$ cat config.mk
export PLATFORM = sky130hd
export DESIGN_NAME = dst_transpose_buffer
export DESIGN_NICKNAME = d
export VERILOG_FILES = /design/src/rtl/dst_transpose_buffer.sv
export SDC_FILE = /design/constraint.sdc
export NUM_CORES = 1
export LEC_CHECK = 0
export CAP_MARGIN = 0
export CORE_MARGIN = 2
export CORE_UTILIZATION = 54
export CTS_BUF_LIST = sky130_fd_sc_hd__clkbuf_8 sky130_fd_sc_hd__clkbuf_16
export DETAILED_ROUTE_END_ITERATION = 8
export PLACE_DENSITY_LB_ADDON = 0.3
export REMOVE_ABC_BUFFERS = 1
export SETUP_SLACK_MARGIN = 0.02
export SYNTH_ARGS = -nofsm -noshare
export SYNTH_HDL_FRONTEND = slang
export SYNTH_SLANG_ARGS = --single-unit
$ cat constraint.sdc
create_clock -name clk -period 11.35 [get_ports clk]
set_input_delay 2.27 -clock clk [delete_from_list [all_inputs] [get_ports clk]]
set_output_delay 2.27 -clock clk [all_outputs]
set_load 0.02 [all_outputs]
$ cat src/rtl/dst_transpose_buffer.sv
// rtl/dst_transpose_buffer.sv - DST inter-stage round/narrow and 4x4 row-in, column-out transpose buffer
// Optional clamping of out-of-range coefficients is built when DST_SAT_EN is defined.
module dst_transpose_buffer #(
  parameter int IN_W  = 22,
  parameter int MID_W = 16,
  parameter int SHIFT = 6
) (
  input  logic                    clk,
  input  logic                    rst,
  input  logic                    in_valid,
  output logic                    in_ready,
  input  logic signed [IN_W-1:0]  in_row [0:3],
  output logic                    out_valid,
  input  logic                    out_ready,
  output logic signed [MID_W-1:0] out_col [0:3],
  output logic [1:0]              out_col_idx,
  output logic                    out_last,
  output logic                    out_sat
);

  typedef enum logic {FILL, DRAIN} state_t;

  localparam logic signed [IN_W:0] RND   = (IN_W+1)'(2**(SHIFT-1));
  localparam logic signed [IN_W:0] Y_MAX = (IN_W+1)'(2**(MID_W-1) - 1);
  localparam logic signed [IN_W:0] Y_MIN = (IN_W+1)'(-(2**(MID_W-1)));

  state_t state_q, state_d;
  logic [1:0] row_q, row_d;
  logic [1:0] col_q, col_d;
  logic       in_ready_q, in_ready_d;
  logic signed [MID_W-1:0] buf_q [0:3][0:3];
  logic signed [MID_W-1:0] buf_d [0:3][0:3];

  logic signed [IN_W:0]    y_sum  [0:3];
  logic signed [IN_W:0]    y_full [0:3];
  logic signed [MID_W-1:0] y_mid  [0:3];

`ifdef DST_SAT_EN
  logic y_sat [0:3];
  logic sat_q [0:3][0:3];
  logic sat_d [0:3][0:3];
`else
  logic [IN_W-MID_W:0] y_hi_unused [0:3];
`endif

  logic accept_in, accept_out;

  assign accept_in  = (state_q == FILL) && in_valid && in_ready_q;
  assign accept_out = (state_q == DRAIN) && out_ready;

  // Round half up at IN_W+1 bits so the rounding constant cannot overflow.
  always_comb begin
    for (int c = 0; c < 4; c++) begin
      y_sum[c]  = {in_row[c][IN_W-1], in_row[c]} + RND;
      y_full[c] = y_sum[c] >>> SHIFT;
`ifdef DST_SAT_EN
      y_sat[c] = 1'b0;
      if (y_full[c] > Y_MAX) begin
        y_mid[c] = Y_MAX[MID_W-1:0];
        y_sat[c] = 1'b1;
      end else if (y_full[c] < Y_MIN) begin
        y_mid[c] = Y_MIN[MID_W-1:0];
        y_sat[c] = 1'b1;
      end else begin
        y_mid[c] = y_full[c][MID_W-1:0];
      end
`else
      y_mid[c]       = y_full[c][MID_W-1:0];
      y_hi_unused[c] = y_full[c][IN_W:MID_W];
`endif
    end
  end

  always_comb begin
    state_d = state_q;
    row_d   = row_q;
    col_d   = col_q;
    buf_d   = buf_q;
`ifdef DST_SAT_EN
    sat_d   = sat_q;
`endif
    case (state_q)
      FILL: begin
        if (accept_in) begin
          for (int c = 0; c < 4; c++) begin
            buf_d[row_q][c] = y_mid[c];
`ifdef DST_SAT_EN
            sat_d[row_q][c] = y_sat[c];
`endif
          end
          row_d = row_q + 2'd1;
          if (row_q == 2'd3) begin
            state_d = DRAIN;
            col_d   = 2'd0;
          end
        end
      end
      DRAIN: begin
        if (accept_out) begin
          col_d = col_q + 2'd1;
          if (col_q == 2'd3) begin
            state_d = FILL;
            row_d   = 2'd0;
          end
        end
      end
      default: state_d = FILL;
    endcase
    in_ready_d = (state_d == FILL);
  end

  always_ff @(posedge clk or posedge rst) begin
    if (rst) begin
      state_q    <= FILL;
      row_q      <= 2'd0;
      col_q      <= 2'd0;
      in_ready_q <= 1'b0;
      for (int r = 0; r < 4; r++) begin
        for (int c = 0; c < 4; c++) begin
          buf_q[r][c] <= '0;
`ifdef DST_SAT_EN
          sat_q[r][c] <= 1'b0;
`endif
        end
      end
    end else begin
      state_q    <= state_d;
      row_q      <= row_d;
      col_q      <= col_d;
      in_ready_q <= in_ready_d;
      buf_q      <= buf_d;
`ifdef DST_SAT_EN
      sat_q      <= sat_d;
`endif
    end
  end

  // Outputs are a column mux over the buffer, qualified by the DRAIN state.
  always_comb begin
    out_valid   = (state_q == DRAIN);
    out_col_idx = col_q;
    out_last    = out_valid && (col_q == 2'd3);
    out_sat     = 1'b0;
    for (int r = 0; r < 4; r++) begin
      out_col[r] = out_valid ? buf_q[r][col_q] : '0;
`ifdef DST_SAT_EN
      out_sat = out_sat | (out_valid & sat_q[r][col_q]);
`endif
    end
  end

  assign in_ready = in_ready_q;

endmodule
After elaboration in Yosys (flattened, before gate mapping)
Index checks and enable logic that the tools add are counted.
{"block": "totals", "out_inout_bits": 70, "reg_bits": 262, "inputBits": 92, "elab_cells": 88}
{"block": "classes", "add_sub_neg": 6, "mux": 41, "bitwise": 4, "reduce_logical": 8, "magnitude_cmp": 3, "n_eq_ne": 6}
{"operator": "bitwise mux 256 bit", "count": 4}
{"operator": "demux 64 bit (select 2 bit)", "count": 4}
{"operator": "two-way mux 16 bit", "count": 13}
{"operator": "binary-select mux 16 bit (select 2 bit)", "count": 4}
{"operator": "adder 22 x 7 -> 22 bit (second input constant)", "count": 4}
{"operator": "two-way mux 64 bit", "count": 1}
{"operator": "two-way mux 48 bit", "count": 1}
{"operator": "two-way mux 32 bit", "count": 1}
{"operator": "two-way mux 2 bit", "count": 6}
{"operator": "one-hot mux 2 bit (2 select lines)", "count": 2}
{"operator": "greater-or-equal comparator 3 bit (second input constant)", "count": 2}
{"operator": "inequality test 2 x 1 -> 1 bit (second input constant)", "count": 3}
{"operator": "NOT 2 -> 3 bit", "count": 2}
{"operator": "AND reduction 3 bit", "count": 2}
{"operator": "logical AND 1 bit", "count": 5}
{"operator": "adder 2 x 1 -> 2 bit (second input constant)", "count": 2}
{"operator": "== test 2 bit (second input constant)", "count": 2}
{"operator": "two-way mux 1 bit", "count": 4}
{"operator": "less-than comparator 3 x 1 -> 1 bit (second input constant)", "count": 1}
{"operator": "inequality test 2 bit (second input constant)", "count": 1}
{"operator": "NOT 1 bit", "count": 2}
{"operator": "one-hot mux 1 bit (2 select lines)", "count": 1}
{"operator": "AND reduction 2 bit", "count": 1}

Depth between registers and ports, before layout
{"block": "depth", "depth_word": 9, "depth_mapped": 7, "ltp_nobuf": 6}

Least setup slack after synthesis
No wires, ideal clock.
{"block": "synth_timing", "path_type": "flip-flop to output port", "start": "register col_q[0], in the netlist out_col_idx[0]", "end": "output port out_col[0] (netlist bit)", "required_time_ps": 9080, "stages_incl_launch_ff": 5, "arrival_time_ps": 1849, "setup_slack_ps": 7231, "cell_sequence": "dfrtp_1 buf_2 buf_2 mux4_2 and2_1"}
{"element": "from (decl)", "line_no": "29", "text": "logic [1:0] col_q, col_d;"}
{"element": "from (signal assigned)", "line_no": "129", "text": "col_q <= col_d;"}
{"element": "to (decl)", "line_no": "15", "text": "output logic signed [MID_W-1:0] out_col [0:3],"}

==> impl_metrics.env <==
export IMPL_status="finished clean"
export IMPL_dieArea_um2=25300
export IMPL_globalRoute_totalOverflow=0
export IMPL_dpl_hpwl_um=22200
export IMPL_floorplan_initialDensity=0.553
export IMPL_worst_slew_pin_slew_ns=1.20
export IMPL_required_ns=9.08
export IMPL_start_kind="register"
export IMPL_worstHoldPathType="reg -> reg"
export IMPL_ioPinCount=162
export IMPL_maximum_number_of_pins_on_one_net_before_global_route_repair=127
export IMPL_remaining_drc_errors=0
export IMPL_synth_commonest_cells="318 x sky130_fd_sc_hd__nand2_1, 262 x sky130_fd_sc_hd__dfrtp_1, 212 x sky130_fd_sc_hd__o21ai_0"
export IMPL_relative_max_transition_margin=0.202
export IMPL_synth_lib_cells_used_distinct=40
export IMPL_post_drt_wl_per_cell_um=19.5
export IMPL_post_cts_buffers=0
export IMPL_drive_above_1_share=0.102
export IMPL_filler_cell_count=1789
export IMPL_drtPass1Iterations=5
export IMPL_critPathMaxFanout=46
export IMPL_area_share_of_the_largest_cell_type_after_synthesis=0.504
export IMPL_timing_fmax_mhz=174
export IMPL_post_synth_instance_area_um2=13000
export IMPL_placed_cell_area_um2=14500
export IMPL_setup_repair_after_global_routing_missed_its_margin="false"
export IMPL_final_setup_skew_ns=0.0148
export IMPL_postLayoutCellArea_um2=15600
export IMPL_p_per_area_nw_per_um2=274
export IMPL_finish_net_count=1474
export IMPL_cts_inserted_buffers=28
export IMPL_max_cap_violations=0
export IMPL_synthesis_instances=1281
export IMPL_yosys_warnings=0
export IMPL_syn_to_final_growth_pct=20.2
export IMPL_route_final_wire_length_um=33400
export IMPL_ctsLongestPathBuffers=3
export IMPL_hold_buffers=0
export IMPL_first_global_vias=9780
export IMPL_ir_worst_vdd_uv=196
export IMPL_ys_seq_elements=262
export IMPL_drv_slew=0
export IMPL_synth_top_cell_by_area="sky130_fd_sc_hd__dfrtp_1"
export IMPL_root_buffer="sky130_fd_sc_hd__clkbuf_16"
export IMPL_cts_tree="done"
export IMPL_routed_via_count=9909
export IMPL_synth_seq_area_share=0.504
export IMPL_first_pass_grt_wire_length_um=53200
export IMPL_synth_area_top_cells="sky130_fd_sc_hd__dfrtp_1 50%, sky130_fd_sc_hd__mux4_2 11%, sky130_fd_sc_hd__nand2_1 9.2%, sky130_fd_sc_hd__o21ai_0 8.2%, sky130_fd_sc_hd__and2_1 4.1%"
export IMPL_async_flop_share=1.00
export IMPL_resized_gates_after_cts=0
export IMPL_insertion_delay_of_the_later_clocked_pin_in_the_worst_skew_pair_ns=0.54
export IMPL_die_h_um=159
export IMPL_htreeDepth=1
export IMPL_final_hold_violation_count=0
export IMPL_gpl_final_weighted_congestion=0.858
export IMPL_setup_worst_path_end_class="output port"
export IMPL_leakagePower_uw=0.00674
export IMPL_core_um2=23500
export IMPL_type_of_the_setup_path_with_the_least_slack="reg -> out"
export IMPL_vias_per_cell=5.78
export IMPL_synth_edff_count=0
export IMPL_synthesis_area_per_instance_um2=10.2
export IMPL_report_final_setup_viol=0
export IMPL_cp_data_arrival_time_ns=3.48
export IMPL_drt_antenna_violating_nets=0
export IMPL_prevailing_post_synth_register_cell="sky130_fd_sc_hd__dfrtp_1"
export IMPL_yosysMostFrequentCell="sky130_fd_sc_hd__nand2_1"
export IMPL_layout_worst_path_cycle_share=0.506
export IMPL_detailed_route_iter0_violations=752
export IMPL_grt_antenna_before_repair=2
export IMPL_path_clk_slew_ns=0.06
export IMPL_die_width_um=159
export IMPL_fp_row_count=56
export IMPL_place_port_buffers=140
export IMPL_setup_tns_final_ns=0
export IMPL_grt_util_all_layers=0.265
export IMPL_cts_num_sinks=262
export IMPL_final_period_minus_worst_setup_slack_ns=5.75
==> sequential cells by signal, summed over array words and instances, names as in the netlist <==
register,flops
out_col_idx,2
buf_q,256
in_ready,1
out_valid,1
row_q,2
==> per-layer routing <==
| layer | vias up | GRT usage | part of all wire |
|---|---|---|---|
| met5 | - | 0 | 0 |
| li1 | 4608 | - | - |
| met3 | 64 | 0.0425 | 0.070 |
| met1 | 4889 | 0.362 | 0.41 |
| met2 | 348 | 0.440 | 0.49 |
| met4 | 0 | 0.0855 | 0.032 |
==> kinds of logic after synthesis <==
logic type	Yosys count	share of synthesized area
AND/OR/NAND/NOR	532	0.198
flip-flops	262	0.504
AO/OA/AOI/OAI	232	0.0912
buffers and inverters	102	0.0318
multiplexers	89	0.130
XOR/XNOR	54	0.0364
adder cells (fa/ha/maj)	9	0.00866
other	1	0.000288
==> stage by stage <==
| step | total power [µW] | std cells | setup WS, ns | hold slack, ns | util |
|---|---|---|---|---|---|
| CTS | 4310 | 1713 | 5.53 | 0.472 | 0.664 |
| finish | 4290 | 1715 | 5.60 | 0.472 | 0.664 |
| detailed placement | 3240 | 1662 | 6.10 | 0.458 | 0.617 |
| floorplan | 2670 | 1194 | 1.87 | 0.440 | - |
| global placement | 3160 | 1662 | 6.13 | 0.453 | 0.617 |
| global route | 4550 | 1714 | 5.42 | 0.497 | 0.664 |
==> power by group <==
part / internal, µW / switching (µW) / total, µW
combinational: 786 / 790 / 1580
clock: 686 / 377 / 1060
sequential: 1370 / 280 / 1650
==> worst paths after layout <==
kind                                 from              to  slack, ns  depth (start not counted)
setup / recovery           out_col_idx[0]     out_col[32]       5.60                          4
hold / removal                  buf_q[76]       buf_q[76]       0.47                          2
setup reg to reg                out_valid       buf_q[39]       8.55                          4
hold reg to reg                 buf_q[76]       buf_q[76]       0.47                          2
max in group asynchronous             rst  out_col_idx[0]       7.40                          3
min in group asynchronous             rst      buf_q[121]       2.28                          2
==> worst max-delay path: stages, from the launching register on <==
cell and delay, ns:
sky130_fd_sc_hd__dfrtp_4 0.70, sky130_fd_sc_hd__buf_4 0.80, sky130_fd_sc_hd__mux4_2 0.67, sky130_fd_sc_hd__and2_1 0.19, sky130_fd_sc_hd__clkdlybuf4s50_1 0.54
==> final cells by class <==
type | instances | area, µm² | area share
antenna | 2 | 5.00 | 0.000320
clock buffer | 39 | 863 | 0.0552
clock inverter | 12 | 236 | 0.0151
inverter | 15 | 63.8 | 0.00408
multi-input combinational | 917 | 6040 | 0.386
sequential | 262 | 6560 | 0.420
tap | 319 | 399 | 0.0255
timing repair buffer | 149 | 1470 | 0.0939
==> cell usage in the layout, fill, tap and decap left out, drive strengths merged <==
master         instances
nand2                319
dfrtp                262
o21ai                217
clkdlybuf4s50        140
and2                  89
mux4                  64
xnor2                 43
clkbuf                39
nor4                  26
mux2i                 24
nor2                  22
nand3                 22
nor3                  20
nand4                 18
inv                   16
xor2                  11
ha                     9
buf                    9
a22oi                  8
bufinv                 7
a21oi                  5
nand4b                 4
and4b                  4
and3                   4
clkinv                 3
diode                  2
and4                   2
or2                    2
a31oi                  1
a22o                   1
mux2                   1
conb                   1
clkinvlp               1
(Power assumes the default switching activity.)
